File: config.mk
export PLATFORM = sky130hd
export DESIGN_NAME = adbg_biu_burst_ctrl
export DESIGN_NICKNAME = d
export VERILOG_FILES = /design/src/rtl/adbg_biu_burst_ctrl.sv
export SDC_FILE = /design/constraint.sdc
export NUM_CORES = 1
export LEC_CHECK = 0
export ABC_AREA = 1
export CAP_MARGIN = 10
export CORE_UTILIZATION = 49
export CTS_CLUSTER_DIAMETER = 80
export CTS_CLUSTER_SIZE = 8
export DETAILED_ROUTE_END_ITERATION = 16
export GPL_ROUTABILITY_DRIVEN = 0
export GPL_TIMING_DRIVEN = 0
export PLACE_DENSITY = 0.86
export RECOVER_POWER = 50
export SLEW_MARGIN = 20
export SYNTH_ARGS = -nofsm -noshare
export SYNTH_HDL_FRONTEND = slang
export SYNTH_SLANG_ARGS = --single-unit
File: constraint.sdc
create_clock -name biu_clk -period 5.9 [get_ports biu_clk]
set_input_delay 0.59 -clock biu_clk [delete_from_list [all_inputs] [get_ports biu_clk]]
set_output_delay 0.59 -clock biu_clk [all_outputs]
set_load 0.01 [all_outputs]
File: src/rtl/adbg_biu_burst_ctrl.sv
// Purpose : splits one debug burst command into single-word BIU transfers, auto-incrementing the address.
// Latency : a read issues its first strobe 1 cycle after accept; a write issues it 1 cycle after its first wdat beat;
//           done pulses 1 cycle after the last word.
// Backpress: cmd_ready only in IDLE; wdat_valid/rdat_ready stall the burst; biu_rdy stretches both strobe and wait.
//
// Ports:
//   biu_clk/biu_rst_n        clock, async active-low reset
//   cmd_*                    burst command (rw, start addr, word size, word count) with valid/ready
//   abort                    level abort request
//   wdat_* / rdat_*          write/read data streams (valid/ready)
//   done/err/aborted         end-of-burst pulse and sticky status
//   words_done               error-free words in the current/last burst
//   biu_*                    single-word BIU handshake
//   crc                      running CRC-32 of data words (only when ADBG_BURST_CRC_EN is defined)
// Build option: define ADBG_BURST_CRC_EN to enable the data CRC; otherwise crc is the constant 32'hFFFFFFFF.
module adbg_biu_burst_ctrl #(
    parameter int ADDR_WIDTH = 32,
    parameter int DATA_WIDTH = 32,
    parameter int CNT_WIDTH  = 16
) (
    input  logic                  biu_clk,
    input  logic                  biu_rst_n,
    input  logic                  cmd_valid,
    output logic                  cmd_ready,
    input  logic                  cmd_rw,
    input  logic [ADDR_WIDTH-1:0] cmd_addr,
    input  logic [3:0]            cmd_word_size,
    input  logic [CNT_WIDTH-1:0]  cmd_count,
    input  logic                  abort,
    input  logic                  wdat_valid,
    output logic                  wdat_ready,
    input  logic [DATA_WIDTH-1:0] wdat,
    output logic                  rdat_valid,
    input  logic                  rdat_ready,
    output logic [DATA_WIDTH-1:0] rdat,
    output logic                  done,
    output logic                  err,
    output logic                  aborted,
    output logic [CNT_WIDTH-1:0]  words_done,
    output logic                  biu_strb,
    output logic                  biu_rw,
    output logic [ADDR_WIDTH-1:0] biu_addr,
    output logic [DATA_WIDTH-1:0] biu_di,
    output logic [3:0]            biu_word_size,
    input  logic [DATA_WIDTH-1:0] biu_do,
    input  logic                  biu_rdy,
    input  logic                  biu_err,
    output logic [31:0]           crc
);

    localparam logic [CNT_WIDTH-1:0] CNT_ONE = {{(CNT_WIDTH-1){1'b0}}, 1'b1};

    typedef enum logic [2:0] {
        ST_IDLE, ST_FETCH, ST_ISSUE, ST_WAIT, ST_RDOUT, ST_DONE
    } state_t;

    state_t                 state, state_nxt;
    logic                   rw_q;
    logic [ADDR_WIDTH-1:0]  addr_q;
    logic [3:0]             size_q;
    logic [CNT_WIDTH-1:0]   remaining;
    logic                   abort_pend;

    logic accept, latch_wdat, complete, capture, set_err, set_abort;
    logic abort_hit;
    logic [3:0] size_norm;

    // Anything other than 1/2/4 bytes is treated as a full word.
    assign size_norm = (cmd_word_size == 4'd1 || cmd_word_size == 4'd2 || cmd_word_size == 4'd4)
                       ? cmd_word_size : 4'd4;

    // An abort seen while a transfer is in flight is remembered until that transfer completes.
    assign abort_hit = abort || abort_pend;

    always_comb begin
        state_nxt  = state;
        accept     = 1'b0;
        latch_wdat = 1'b0;
        complete   = 1'b0;
        capture    = 1'b0;
        set_err    = 1'b0;
        set_abort  = 1'b0;
        case (state)
            ST_IDLE: begin
                if (cmd_valid) begin
                    accept = 1'b1;
                    if (cmd_count == '0) state_nxt = ST_DONE;
                    else if (cmd_rw)     state_nxt = ST_ISSUE;
                    else                 state_nxt = ST_FETCH;
                end
            end
            ST_FETCH: begin
                if (abort) begin
                    set_abort = 1'b1;
                    state_nxt = ST_DONE;
                end else if (wdat_valid) begin
                    latch_wdat = 1'b1;
                    state_nxt  = ST_ISSUE;
                end
            end
            ST_ISSUE: begin
                if (biu_rdy) state_nxt = ST_WAIT;
            end
            ST_WAIT: begin
                if (biu_rdy) begin
                    if (biu_err) begin
                        set_err   = 1'b1;
                        set_abort = abort_hit;
                        state_nxt = ST_DONE;
                    end else begin
                        complete = 1'b1;
                        if (abort_hit) begin
                            set_abort = 1'b1;
                            state_nxt = ST_DONE;
                        end else if (rw_q) begin
                            capture   = 1'b1;
                            state_nxt = ST_RDOUT;
                        end else if (remaining == CNT_ONE) begin
                            state_nxt = ST_DONE;
                        end else begin
                            state_nxt = ST_FETCH;
                        end
                    end
                end
            end
            ST_RDOUT: begin
                if (abort) begin
                    set_abort = 1'b1;
                    state_nxt = ST_DONE;
                end else if (rdat_ready) begin
                    state_nxt = (remaining == '0) ? ST_DONE : ST_ISSUE;
                end
            end
            ST_DONE:  state_nxt = ST_IDLE;
            default:  state_nxt = ST_IDLE;
        endcase
    end

    always_ff @(posedge biu_clk or negedge biu_rst_n) begin
        if (!biu_rst_n) begin
            state      <= ST_IDLE;
            rw_q       <= 1'b0;
            addr_q     <= '0;
            size_q     <= '0;
            remaining  <= '0;
            abort_pend <= 1'b0;
            err        <= 1'b0;
            aborted    <= 1'b0;
            words_done <= '0;
            biu_di     <= '0;
            rdat       <= '0;
        end else begin
            state <= state_nxt;
            if (accept) begin
                rw_q       <= cmd_rw;
                addr_q     <= cmd_addr;
                size_q     <= size_norm;
                remaining  <= cmd_count;
                abort_pend <= 1'b0;
                err        <= 1'b0;
                aborted    <= 1'b0;
                words_done <= '0;
            end else if (abort && (state == ST_ISSUE || state == ST_WAIT)) begin
                abort_pend <= 1'b1;
            end
            if (latch_wdat) biu_di <= wdat;
            if (capture)    rdat   <= biu_do;
            if (set_err)    err     <= 1'b1;
            if (set_abort)  aborted <= 1'b1;
            if (complete) begin
                words_done <= words_done + CNT_ONE;
                if (remaining != '0) remaining <= remaining - CNT_ONE;
                addr_q <= addr_q + {{(ADDR_WIDTH-4){1'b0}}, size_q};
            end
        end
    end

    assign cmd_ready     = (state == ST_IDLE);
    assign wdat_ready    = (state == ST_FETCH);
    assign rdat_valid    = (state == ST_RDOUT);
    assign done          = (state == ST_DONE);
    assign biu_strb      = (state == ST_ISSUE);
    assign biu_rw        = rw_q;
    assign biu_addr      = addr_q;
    assign biu_word_size = size_q;

`ifdef ADBG_BURST_CRC_EN
    // CRC-32, reflected polynomial, LSB first, no final XOR.
    function automatic logic [31:0] crc32_word(input logic [31:0] c, input logic [31:0] d);
        logic [31:0] r;
        r = c;
        for (int i = 0; i < 32; i++) begin
            r = (r >> 1) ^ (((r[0] ^ d[i]) == 1'b1) ? 32'hEDB88320 : 32'h0);
        end
        return r;
    endfunction

    logic [31:0] crc_q;

    always_ff @(posedge biu_clk or negedge biu_rst_n) begin
        if (!biu_rst_n) begin
            crc_q <= 32'hFFFFFFFF;
        end else if (accept) begin
            crc_q <= 32'hFFFFFFFF;
        end else if (latch_wdat) begin
            crc_q <= crc32_word(crc_q, wdat);
        end else if (capture) begin
            crc_q <= crc32_word(crc_q, biu_do);
        end
    end

    assign crc = crc_q;
`else
    assign crc = 32'hFFFFFFFF;
`endif

endmodule
==> flow_summary.yaml <==
outcome:
  status: "finished, violations left"
  violations: "max-capacitance violations, max-slew violations"
critical_path:
  cpMaxStageDelayCell: "clkbuf_1"
  cp-start-kind: "input port"
  worstPathRequired_ns: 5.83
  cp_max_fo: 49
  r2r_start: "state[0]"
  crit_family: "buffers and inverters"
  crit_buf_inv: 1
  r2r_cells: 8
  worst-endpoint-arrival_ns: 2.58
  worstPathCellList: "clkbuf_1"
  end_kind: "async pin"
  crit_path_max_incr_delay_ns: 1.95
  rr_endpoint: "remaining[8]"
  r2r_slack_ns: 3.48
  critPathKind: "input port to async pin"
logic_synthesis:
  synth_seq_area_share_pct: 43.8
  avgSynthCellArea_um2: 8.51
  ys_seq_elements: 139
  yosysWarningCount: 0
  synth_cell_types: 44
  syn_inst: 933
  netlist_area_um2: 7940
clocking:
  cts_buffer_depth: 2
  ctsHoldBuffers: 0
  h-tree-depth: 4
  cts_setup_buffers: 0
  cts_buffers: 17
  cts_tree: "done"
  clock-sinks: 139
  cts_root_buffer: "clkbuf_16"
  clk_pin_slew_ns: 0.06
  cts_resized: 0
  insertion_delay_ns: 0.43
drt:
  route.final.wire_length_mm: 24.3
  vias: 7618
  final_antenna_net_count: 0
  drc: 0
  drt_iter0_markers: 582
  routedWlPerCell_um: 16.6
  via_per_inst: 5.21
  drt_first_pass_iters: 5
finish:
  n_antenna_cell: 0
  drive_above_1_share_pct: 10.6
  nets: 1365
  final_cells: 1461
  area_growth_pct: 42.0
  fill_cells: 1190
  fin_util_pct: 71.2
  fin_area_um2: 11300
sta:
  clock.fmax_ghz: 0.377
  period_share_pct: 45.0
  max_slew_margin_pct: -87.9
  worst-slew-pin-transition_ns: 2.82
  fin_crit_ns: 2.66
  rsz0062_at_grt: "false"
  finalSetupViolCount: 0
  final_max_slew_viol_count: 49
  fin_hold_ws_ns: 0.501
  timing.final.ws_setup_ns: 3.24
  clock_skew_ns: 0.0131
  hold_viol: 0
  fin_tns_setup_ns: 0
floorplanning:
  initial_core_util_pct: 50.2
  io_pins: 281
  dieArea_um2: 16700
  die_width_um: 129
  core_area_um2: 15800
  std_cell_rows: 46
  die_y_um: 129
power_and_ir_drop:
  p_leak_nw: 5.19
  max-vdd-ir-drop_mv: 0.320
  power-per-cell-area_nw_per_um2: 450
  power_mw: 5.07
worst_hold_path:
  holdPathStages: 1
  hp-class: "flip-flop to flip-flop"
  min_to: "biu_di[14]"
  hold_start: "biu_di[14]"
global_routing:
  overflow: 0
  antenna_found_initial: 0
  grt_max_degree: 92
  track_usage_pct: 29.0
  grt_pass1_vias: 7325
  grt_pass1_wl_mm: 37.0
place:
  post-place-ws_ns: 3.50
  dp_cells: 1429
  dpl-instance-area_um2: 10800
  port_buffers: 248
  dp_hpwl_mm: 18.0
run:
  maxCapViolations: 1
==> power by group <==
| group | switching, mW | total (mW) | internal (mW) |
|---|---|---|---|
| Sequential | 0.389 | 1.75 | 1.36 |
| Combinational | 1.05 | 2.23 | 1.18 |
| Clock | 0.484 | 1.09 | 0.604 |
==> area by class of cell <==
class                      instances  area (um^2)  area share (%)
multi-input combinational        678         3690            32.8
sequential                       139         3480            30.9
timing repair buffer             249         2500            22.2
clock buffer                      17          425            3.77
buffer                            58          387            3.43
inverter                          89          337            2.99
tap                              216          270            2.40
clock inverter                    15          175            1.55
==> cells by family after synthesis <==
| family | Yosys count | synth area share (%) |
|---|---|---|
| fa+ha+maj | 8 | 1.36 |
| simple gates | 467 | 25.0 |
| mux | 66 | 12.2 |
| other cells | 1 | 0.0472 |
| flops | 139 | 43.8 |
| xor+xnor | 15 | 1.66 |
| compound gates | 90 | 6.43 |
| buf+inv | 147 | 9.51 |
==> cell usage after synthesis <==
library cell / count / share of area (%)
a21boi_1: 1 / 0.095
inv_4: 1 / 0.079
fa_1: 1 / 0.25
a21oi_1: 11 / 0.69
o2111ai_1: 1 / 0.11
o31ai_1: 2 / 0.19
xnor2_1: 2 / 0.22
conb_1: 1 / 0.047
ha_1: 7 / 1.1
mux2_2: 4 / 0.57
o21ai_1: 2 / 0.13
a22o_1: 2 / 0.22
nand4_1: 17 / 1.3
nand2_1: 255 / 12
clkbuf_1: 1 / 0.047
a31oi_1: 2 / 0.16
xor2_1: 13 / 1.4
inv_2: 5 / 0.24
nor2_2: 3 / 0.24
o221ai_1: 1 / 0.11
a21boi_0: 1 / 0.095
buf_2: 16 / 1.0
nand2_4: 3 / 0.43
and3_1: 1 / 0.079
mux2_4: 60 / 11
o22ai_1: 2 / 0.16
nor2_1: 99 / 4.7
o21bai_1: 2 / 0.19
nor3_1: 10 / 0.63
nor2_4: 3 / 0.43
nor4_1: 1 / 0.079
mux2i_1: 2 / 0.25
and2_1: 1 / 0.079
buf_6: 7 / 0.99
buf_4: 34 / 3.2
o211ai_1: 10 / 0.95
inv_1: 83 / 3.9
nand3b_1: 4 / 0.38
nor3_2: 2 / 0.25
or2_2: 2 / 0.16
dfrtp_1: 139 / 44
nand2_2: 2 / 0.16
o21ai_0: 53 / 3.3
nand3_1: 64 / 4.0
==> metal layers <==
metal / GRT usage (%) / wire length, um
met5: 0 / 0
met4: 10.7 / 625
met2: 49.8 / 12200
met1: 35.8 / 9630
met3: 6.61 / 1830
==> cells in the final DEF, fill, tap and decap left out, types with 10 or more instances in the layout <==
| cell type | count |
|---|---|
| dfrtp_1 | 139 |
| mux2_1 | 27 |
| nor3_1 | 10 |
| nand2_1 | 258 |
| mux2_4 | 33 |
| nand3_1 | 64 |
| o21ai_0 | 53 |
| buf_4 | 34 |
| o211ai_1 | 10 |
| inv_1 | 85 |
| xor2_1 | 13 |
| clkbuf_1 | 12 |
| nand4_1 | 17 |
| a21oi_1 | 11 |
| conb_1 | 32 |
| clkdlybuf4s50_1 | 245 |
| nor2_1 | 100 |
| clkbuf_16 | 17 |
==> sequential cells by signal, summed over array words and instances (netlist names) <==
signal         cells
biu_rw             1
rdat              32
abort_pend         1
aborted            1
biu_word_size      4
words_done        16
remaining         16
biu_di            32
err                1
state              3
biu_addr          32
==> worst max path at each step <==
stage | start | endpoint | slack, ns | depth (start not counted)
final | biu_rst_n | biu_di[18] | 3.24 | 1
after detailed placement | abort | rdat[28] | 3.50 | 6
after CTS | state[0] | cmd_ready | 3.41 | 4
after global placement | biu_rst_n | rdat[10] | -1.51 | 1
after global routing | biu_rst_n | biu_addr[23] | 2.71 | 1
after floorplan | biu_addr[0] | biu_addr[26] | 3.91 | 13
(Power assumes the default switching activity.)
